===== config.mk =====
export PLATFORM = sky130hd
export DESIGN_NAME = shift_add_mult_p
export DESIGN_NICKNAME = d
export VERILOG_FILES = /design/src/rtl/mult_pkg.sv /design/src/rtl/add_sub_w.sv /design/src/rtl/shift_add_mult_p.sv
export SDC_FILE = /design/constraint.sdc
export NUM_CORES = 1
export LEC_CHECK = 0
export CORE_MARGIN = 2
export CORE_UTILIZATION = 35
export DETAILED_ROUTE_END_ITERATION = 16
export MAX_ROUTING_LAYER = met4
export PLACE_DENSITY = 0.67
export SETUP_SLACK_MARGIN = 0.3
export SKIP_LAST_GASP = 1
export SYNTH_ARGS = -nofsm -noshare
export SYNTH_HDL_FRONTEND = slang
export SYNTH_SLANG_ARGS = --single-unit

===== constraint.sdc =====
create_clock -name Clk -period 4.8 [get_ports Clk]
set_input_delay 0.72 -clock Clk [delete_from_list [all_inputs] [get_ports Clk]]
set_output_delay 0.72 -clock Clk [all_outputs]
set_load 0.01 [all_outputs]

===== src/rtl/mult_pkg.sv =====
// mult_pkg: shared FSM state type and default operand width for the shift-add multiplier.
package mult_pkg;
  localparam int WIDTH_DEF = 8;
  typedef enum logic [1:0] {IDLE, ADD, SHIFT, HOLD} mult_state_e;
endpackage


===== src/rtl/add_sub_w.sv =====
// add_sub_w: (WIDTH+1)-bit adder/subtractor; with SHIFT_ADD_MULT_SIGNED_EN undefined it is add-only.
module add_sub_w #(parameter int WIDTH = 8) (
  input  logic [WIDTH:0]   a,
  input  logic [WIDTH-1:0] b,
  input  logic             sext,
  input  logic             sub,
  output logic [WIDTH:0]   y
);
`ifdef SHIFT_ADD_MULT_SIGNED_EN
  logic [WIDTH:0] bx;
  assign bx = {sext & b[WIDTH-1], b};
  assign y  = sub ? a - bx : a + bx;
`else
  logic unused_ctl;
  assign unused_ctl = sext ^ sub;
  assign y = a + {1'b0, b};
`endif
endmodule


===== src/rtl/shift_add_mult_p.sv =====
// shift_add_mult_p: sequential shift-add multiplier, {Aval,Bval} = B * M after 2*WIDTH cycles.
// Two's-complement mode is available only when SHIFT_ADD_MULT_SIGNED_EN is defined.
module shift_add_mult_p
  import mult_pkg::*;
#(parameter int WIDTH = WIDTH_DEF) (
  input  logic             Clk,
  input  logic             Reset_n,
  input  logic             ClearA_LoadB,
  input  logic             Execute,
  input  logic             Signed,
  input  logic [WIDTH-1:0] Din,
  output logic [WIDTH-1:0] Aval,
  output logic [WIDTH-1:0] Bval,
  output logic             X,
  output logic             Busy,
  output logic             Done
);
  localparam int CW = $clog2(WIDTH) + 1;
  localparam logic [CW-1:0] LAST = CW'(WIDTH - 1);
  mult_state_e state_q, state_d;
  logic [WIDTH-1:0] a_q, a_d, b_q, b_d, m_q, m_d;
  logic [CW-1:0] cnt_q, cnt_d;
  logic x_q, x_d, sgn_q, sgn_d, sgn_in;
  logic [WIDTH:0] sum;
`ifdef SHIFT_ADD_MULT_SIGNED_EN
  assign sgn_in = Signed;
`else
  logic unused_signed;
  assign unused_signed = Signed;
  assign sgn_in = 1'b0;
`endif
  // Signed multiplier bit WIDTH-1 carries negative weight, hence the final subtract
  add_sub_w #(.WIDTH(WIDTH)) u_add (
    .a({x_q, a_q}), .b(m_q), .sext(sgn_q), .sub(sgn_q && cnt_q == LAST), .y(sum)
  );
  always_ff @(posedge Clk or negedge Reset_n) begin
    if (!Reset_n) begin
      state_q <= IDLE;
      a_q     <= '0;
      b_q     <= '0;
      m_q     <= '0;
      cnt_q   <= '0;
      x_q     <= 1'b0;
      sgn_q   <= 1'b0;
    end else begin
      state_q <= state_d;
      a_q     <= a_d;
      b_q     <= b_d;
      m_q     <= m_d;
      cnt_q   <= cnt_d;
      x_q     <= x_d;
      sgn_q   <= sgn_d;
    end
  end
  always_comb begin
    state_d = state_q;
    case (state_q)
      IDLE:    state_d = (!ClearA_LoadB && Execute) ? ADD : IDLE;
      ADD:     state_d = SHIFT;
      SHIFT:   state_d = (cnt_q == LAST) ? HOLD : ADD;
      default: state_d = Execute ? HOLD : IDLE;
    endcase
  end
  always_comb begin
    a_d   = a_q;
    b_d   = b_q;
    m_d   = m_q;
    cnt_d = cnt_q;
    x_d   = x_q;
    sgn_d = sgn_q;
    case (state_q)
      IDLE: begin
        if (ClearA_LoadB) begin
          b_d = Din;
          a_d = '0;
          x_d = 1'b0;
        end else if (Execute) begin
          m_d   = Din;
          a_d   = '0;
          x_d   = 1'b0;
          cnt_d = '0;
          sgn_d = sgn_in;
        end
      end
      ADD:   if (b_q[0]) {x_d, a_d} = sum;
      SHIFT: begin
        {x_d, a_d, b_d} = {sgn_q & x_q, x_q, a_q, b_q[WIDTH-1:1]};
        cnt_d = cnt_q + 1'b1;
      end
      default: ;
    endcase
  end
  always_comb begin
    Aval = a_q;
    Bval = b_q;
    X    = x_q;
    Busy = (state_q == ADD) || (state_q == SHIFT);
    Done = (state_q == HOLD);
  end
endmodule


==> impl_metrics.sql <==
INSERT INTO impl_metrics (metric_group, metric, value, unit) VALUES
('logic_synthesis', 'post_synth_instance_area', '1770', 'µm²'),
('sta', 'clock-skew-final', '0.00310', 'ns'),
('min_path', 'hold_path_depth', '1', ''),
('global_route', 'grt_pass1_vias', '1445', ''),
('layout', 'final_layout_size_suffix_gt1_share', '6.67', '%'),
('route', 'dr_total_vias', '1503', ''),
('logic_synthesis', 'synthesized_flop_and_latch_total', '31', ''),
('layout', 'flow.area_growth_from_synthesis', '26.9', '%'),
('route', 'viasPerCell', '5.43', ''),
('logic_synthesis', 'yosysSeqAreaShare', '43.7', '%'),
('global_route', 'globalRoute.totalOverflow', '0', ''),
('sta', 'timing.final.hold_violations', '0', ''),
('route', 'drt-total-wl', '4210', 'µm'),
('logic_synthesis', 'yosysWarnings', '0', ''),
('sta', 'fmax', '0.384', 'GHz'),
('sta', 'max_slew_margin', '61.3', '%'),
('floorplanning', 'die_area', '5650', 'µm²'),
('sta', 'timing.final.max_slew_violations', '0', ''),
('setup_path', 'timing.critical_path.arrival', '1.88', 'ns'),
('logic_synthesis', 'synthFlopType', 'dfrtp_1', ''),
('clock_network', 'clockBufferDepth', '2', ''),
('setup_path', 'setup.worst_path.end_class', 'primary output', ''),
('clock_network', 'worst_setup_hold_path_clk_slew', '0.07', 'ns'),
('sta', 'rsz0062_at_grt', 'no', ''),
('layout', 'design_area', '2250', 'µm²'),
('floorplanning', 'start_util', '36.8', '%'),
('route', 'dr.pass1.iters', '5', ''),
('layout', 'final_util', '46.7', '%'),
('sta', 'setup_viol_count_final', '0', ''),
('clock_network', 'cts.hold.buffers_added', '0', ''),
('place', 'io_buffer_count', '30', ''),
('logic_synthesis', 'synth_edf_count', '0', ''),
('logic_synthesis', 'synth_nets', '205', ''),
('pwr', 'power_density', '718', 'nW/µm²'),
('floorplanning', 'ios', '32', ''),
('place', 'dpl_cell_area', '2130', 'µm²'),
('clock_network', 'cts_root_buffer', 'clkbuf_8', ''),
('place', 'place_hpwl', '3050', 'µm'),
('logic_synthesis', 'avgSynthCellArea', '9.97', 'µm²'),
('status', 'status', 'finished clean', ''),
('clock_network', 'cts_buffers', '5', ''),
('global_route', 'grt_antenna_before_repair', '0', ''),
('min_path', 'hold_path.class', 'register to register', ''),
('route', 'antenna_violating_nets_post_route', '0', ''),
('route', 'drcViolationCount', '0', ''),
('logic_synthesis', 'synth_cell_type_count', '40', ''),
('pwr', 'worst_ir_drop_vdd', '0.000325', 'V'),
('route', 'initialDrtViolationCount', '88', ''),
('global_route', 'maximum_number_of_pins_on_one_net_before_global_route_repair', '32', ''),
('sta', 'final.hold.worst_slack', '0.497', 'ns'),
('floorplanning', 'die_h', '75.2', 'µm'),
('setup_path', 'worst_r2r_path_depth', '6', ''),
('floorplanning', 'core_area', '4820', 'µm²'),
('clock_network', 'htreeDepth', '2', ''),
('logic_synthesis', 'ys_async_sr_fraction', '100', '%'),
('clock_network', 'cts_tree', 'built', ''),
('clock_network', 'cts_repair_resize_count', '0', ''),
('sta', 'finalSetupTns', '0', 'ns'),
('global_route', 'grtUsageTotal', '16.7', '%'),
('place', 'gp_routability_congestion', '0.823', ''),
('clock_network', 'post_cts_buffers', '0', ''),
('clock_network', 'tritoncts_num_sinks', '31', ''),
('layout', 'finish.net_count', '236', ''),
('clock_network', 'clock_latency', '0.28', 'ns'),
('sta', 'worstMarginPinSlew', '0.579', 'ns'),
('pwr', 'p_leak', '0.000941', 'µW'),
('job', 'timing.max_cap.violations', '0', ''),
('setup_path', 'required', '4.08', 'ns'),
('logic_synthesis', 'synthesis.instances', '178', ''),
('sta', 'final_min_period_over_clock_period', '54.2', '%'),
('global_route', 'grt_first_pass_wirelength', '6930', 'µm'),
('floorplanning', 'core.rowCount', '25', ''),
('setup_path', 'critPathLaunchType', 'register', ''),
('setup_path', 'worstPathMaxFanout', '10', ''),
('route', 'wl_per_cell', '15.2', 'µm'),
('floorplanning', 'floorplan.die.width', '75.2', 'µm'),
('setup_path', 'critical_path_class', 'register to primary output', ''),
('layout', 'n_antenna_cell', '0', ''),
('sta', 'period_needed', '2.60', 'ns');
[layout make-up]
type                            instances  area, µm²
Fill cell                             499       2570
Timing Repair Buffer                   31        308
Inverter                                8       30.0
Clock inverter                          2       35.0
Sequential cell                        31        776
Clock buffer                            6       82.6
Tap cell                               67       83.8
Multi-Input combinational cell        132        936
[critical path: stages (launching register included)]
cell	delay [ns]
dfrtp_1	0.39
inv_1	0.08
ha_1	0.52
clkdlybuf4s50_1	0.62
[metrics by stage]
stage	cells	setup slack, ns	total power (µW)
floorplan	178	2.87	1050
global placement	269	2.16	1330
detailed placement	269	2.16	1350
CTS	277	2.21	1620
global route	277	2.12	1760
finish	277	2.20	1620
[cells in the final DEF, fill, tap and decap left out, types with 2 or more instances in the layout]
cell type / instances
nand3_1: 7
xor2_1: 4
a31oi_1: 4
nor2_1: 6
o21ai_1: 5
mux2_1: 7
clkdlybuf4s50_1: 30
o21ai_0: 4
a211oi_1: 3
a32o_1: 2
nand2b_1: 6
ha_1: 13
a21o_1: 2
nand2_1: 16
clkbuf_8: 6
o211ai_1: 2
a21oi_1: 13
o221ai_1: 2
dfrtp_1: 31
o22ai_1: 18
inv_1: 8
[cells in the mapped netlist, types with 2 or more instances]
| cell type | number | area, µm² |
|---|---|---|
| a211oi_1 | 3 | 22.5 |
| nand2_1 | 16 | 60.1 |
| nand3_1 | 7 | 35.0 |
| a21oi_1 | 13 | 65.1 |
| a32o_1 | 2 | 20.0 |
| a21o_1 | 2 | 15.0 |
| clkbuf_1 | 4 | 15.0 |
| inv_1 | 8 | 30.0 |
| o211ai_1 | 2 | 15.0 |
| nor2_1 | 6 | 22.5 |
| o21ai_1 | 5 | 25.0 |
| dfrtp_1 | 31 | 776 |
| o21ai_0 | 4 | 20.0 |
| mux2_1 | 7 | 78.8 |
| o221ai_1 | 2 | 17.5 |
| xor2_1 | 4 | 35.0 |
| ha_1 | 13 | 163 |
| o22ai_1 | 18 | 113 |
| buf_2 | 2 | 10.0 |
| a31oi_1 | 4 | 25.0 |
| nand2b_1 | 6 | 37.5 |
[where the power goes]
part | switching (µW) | leakage (µW) | internal [µW]
Combinational | 460 | 0.000500 | 395
Clock | 99.5 | 0.0000612 | 168
Sequential | 113 | 0.000380 | 381
Total | 672 | 0.000941 | 944
[registers in the layout (all words and copies together), names as in the netlist]
register  count
state_q       2
cnt_q         4
m_q           8
Aval          8
X             1
Bval          8
[metal layers]
metal / track usage (%) / part of all wire [%] / up-vias / wire length [µm]
met2: 24.5 / 44 / 41 / 1830
met3: 3.75 / 4.5 / 7 / 189
met5: - / 0 / - / 0
met4: 4.87 / 1.4 / 0 / 58
met1: 23.2 / 51 / 718 / 2130
li1: - / - / 737 / -
[logic make-up after synthesis]
| group | Yosys count | share of synthesized area [%] |
|---|---|---|
| multiplexers | 9 | 5.64 |
| AO/OA/AOI/OAI | 64 | 23.8 |
| flip-flops | 31 | 43.7 |
| buffers and inverters | 15 | 3.53 |
| XOR/XNOR | 4 | 1.97 |
| AND/OR/NAND/NOR | 41 | 11.1 |
| adder cells (fa/ha/maj) | 14 | 10.3 |
[final timing paths]
check                           start  slack [ns]      end
max                        state_q[1]        2.20     Busy
min                            m_q[7]        0.50   m_q[7]
max reg2reg                state_q[1]        2.33        X
min reg2reg                    m_q[7]        0.50   m_q[7]
max in group asynchronous     Reset_n        3.68  Aval[0]
min in group asynchronous     Reset_n        0.83  Aval[4]
No activity file was read; power rests on OpenSTA's default activity.
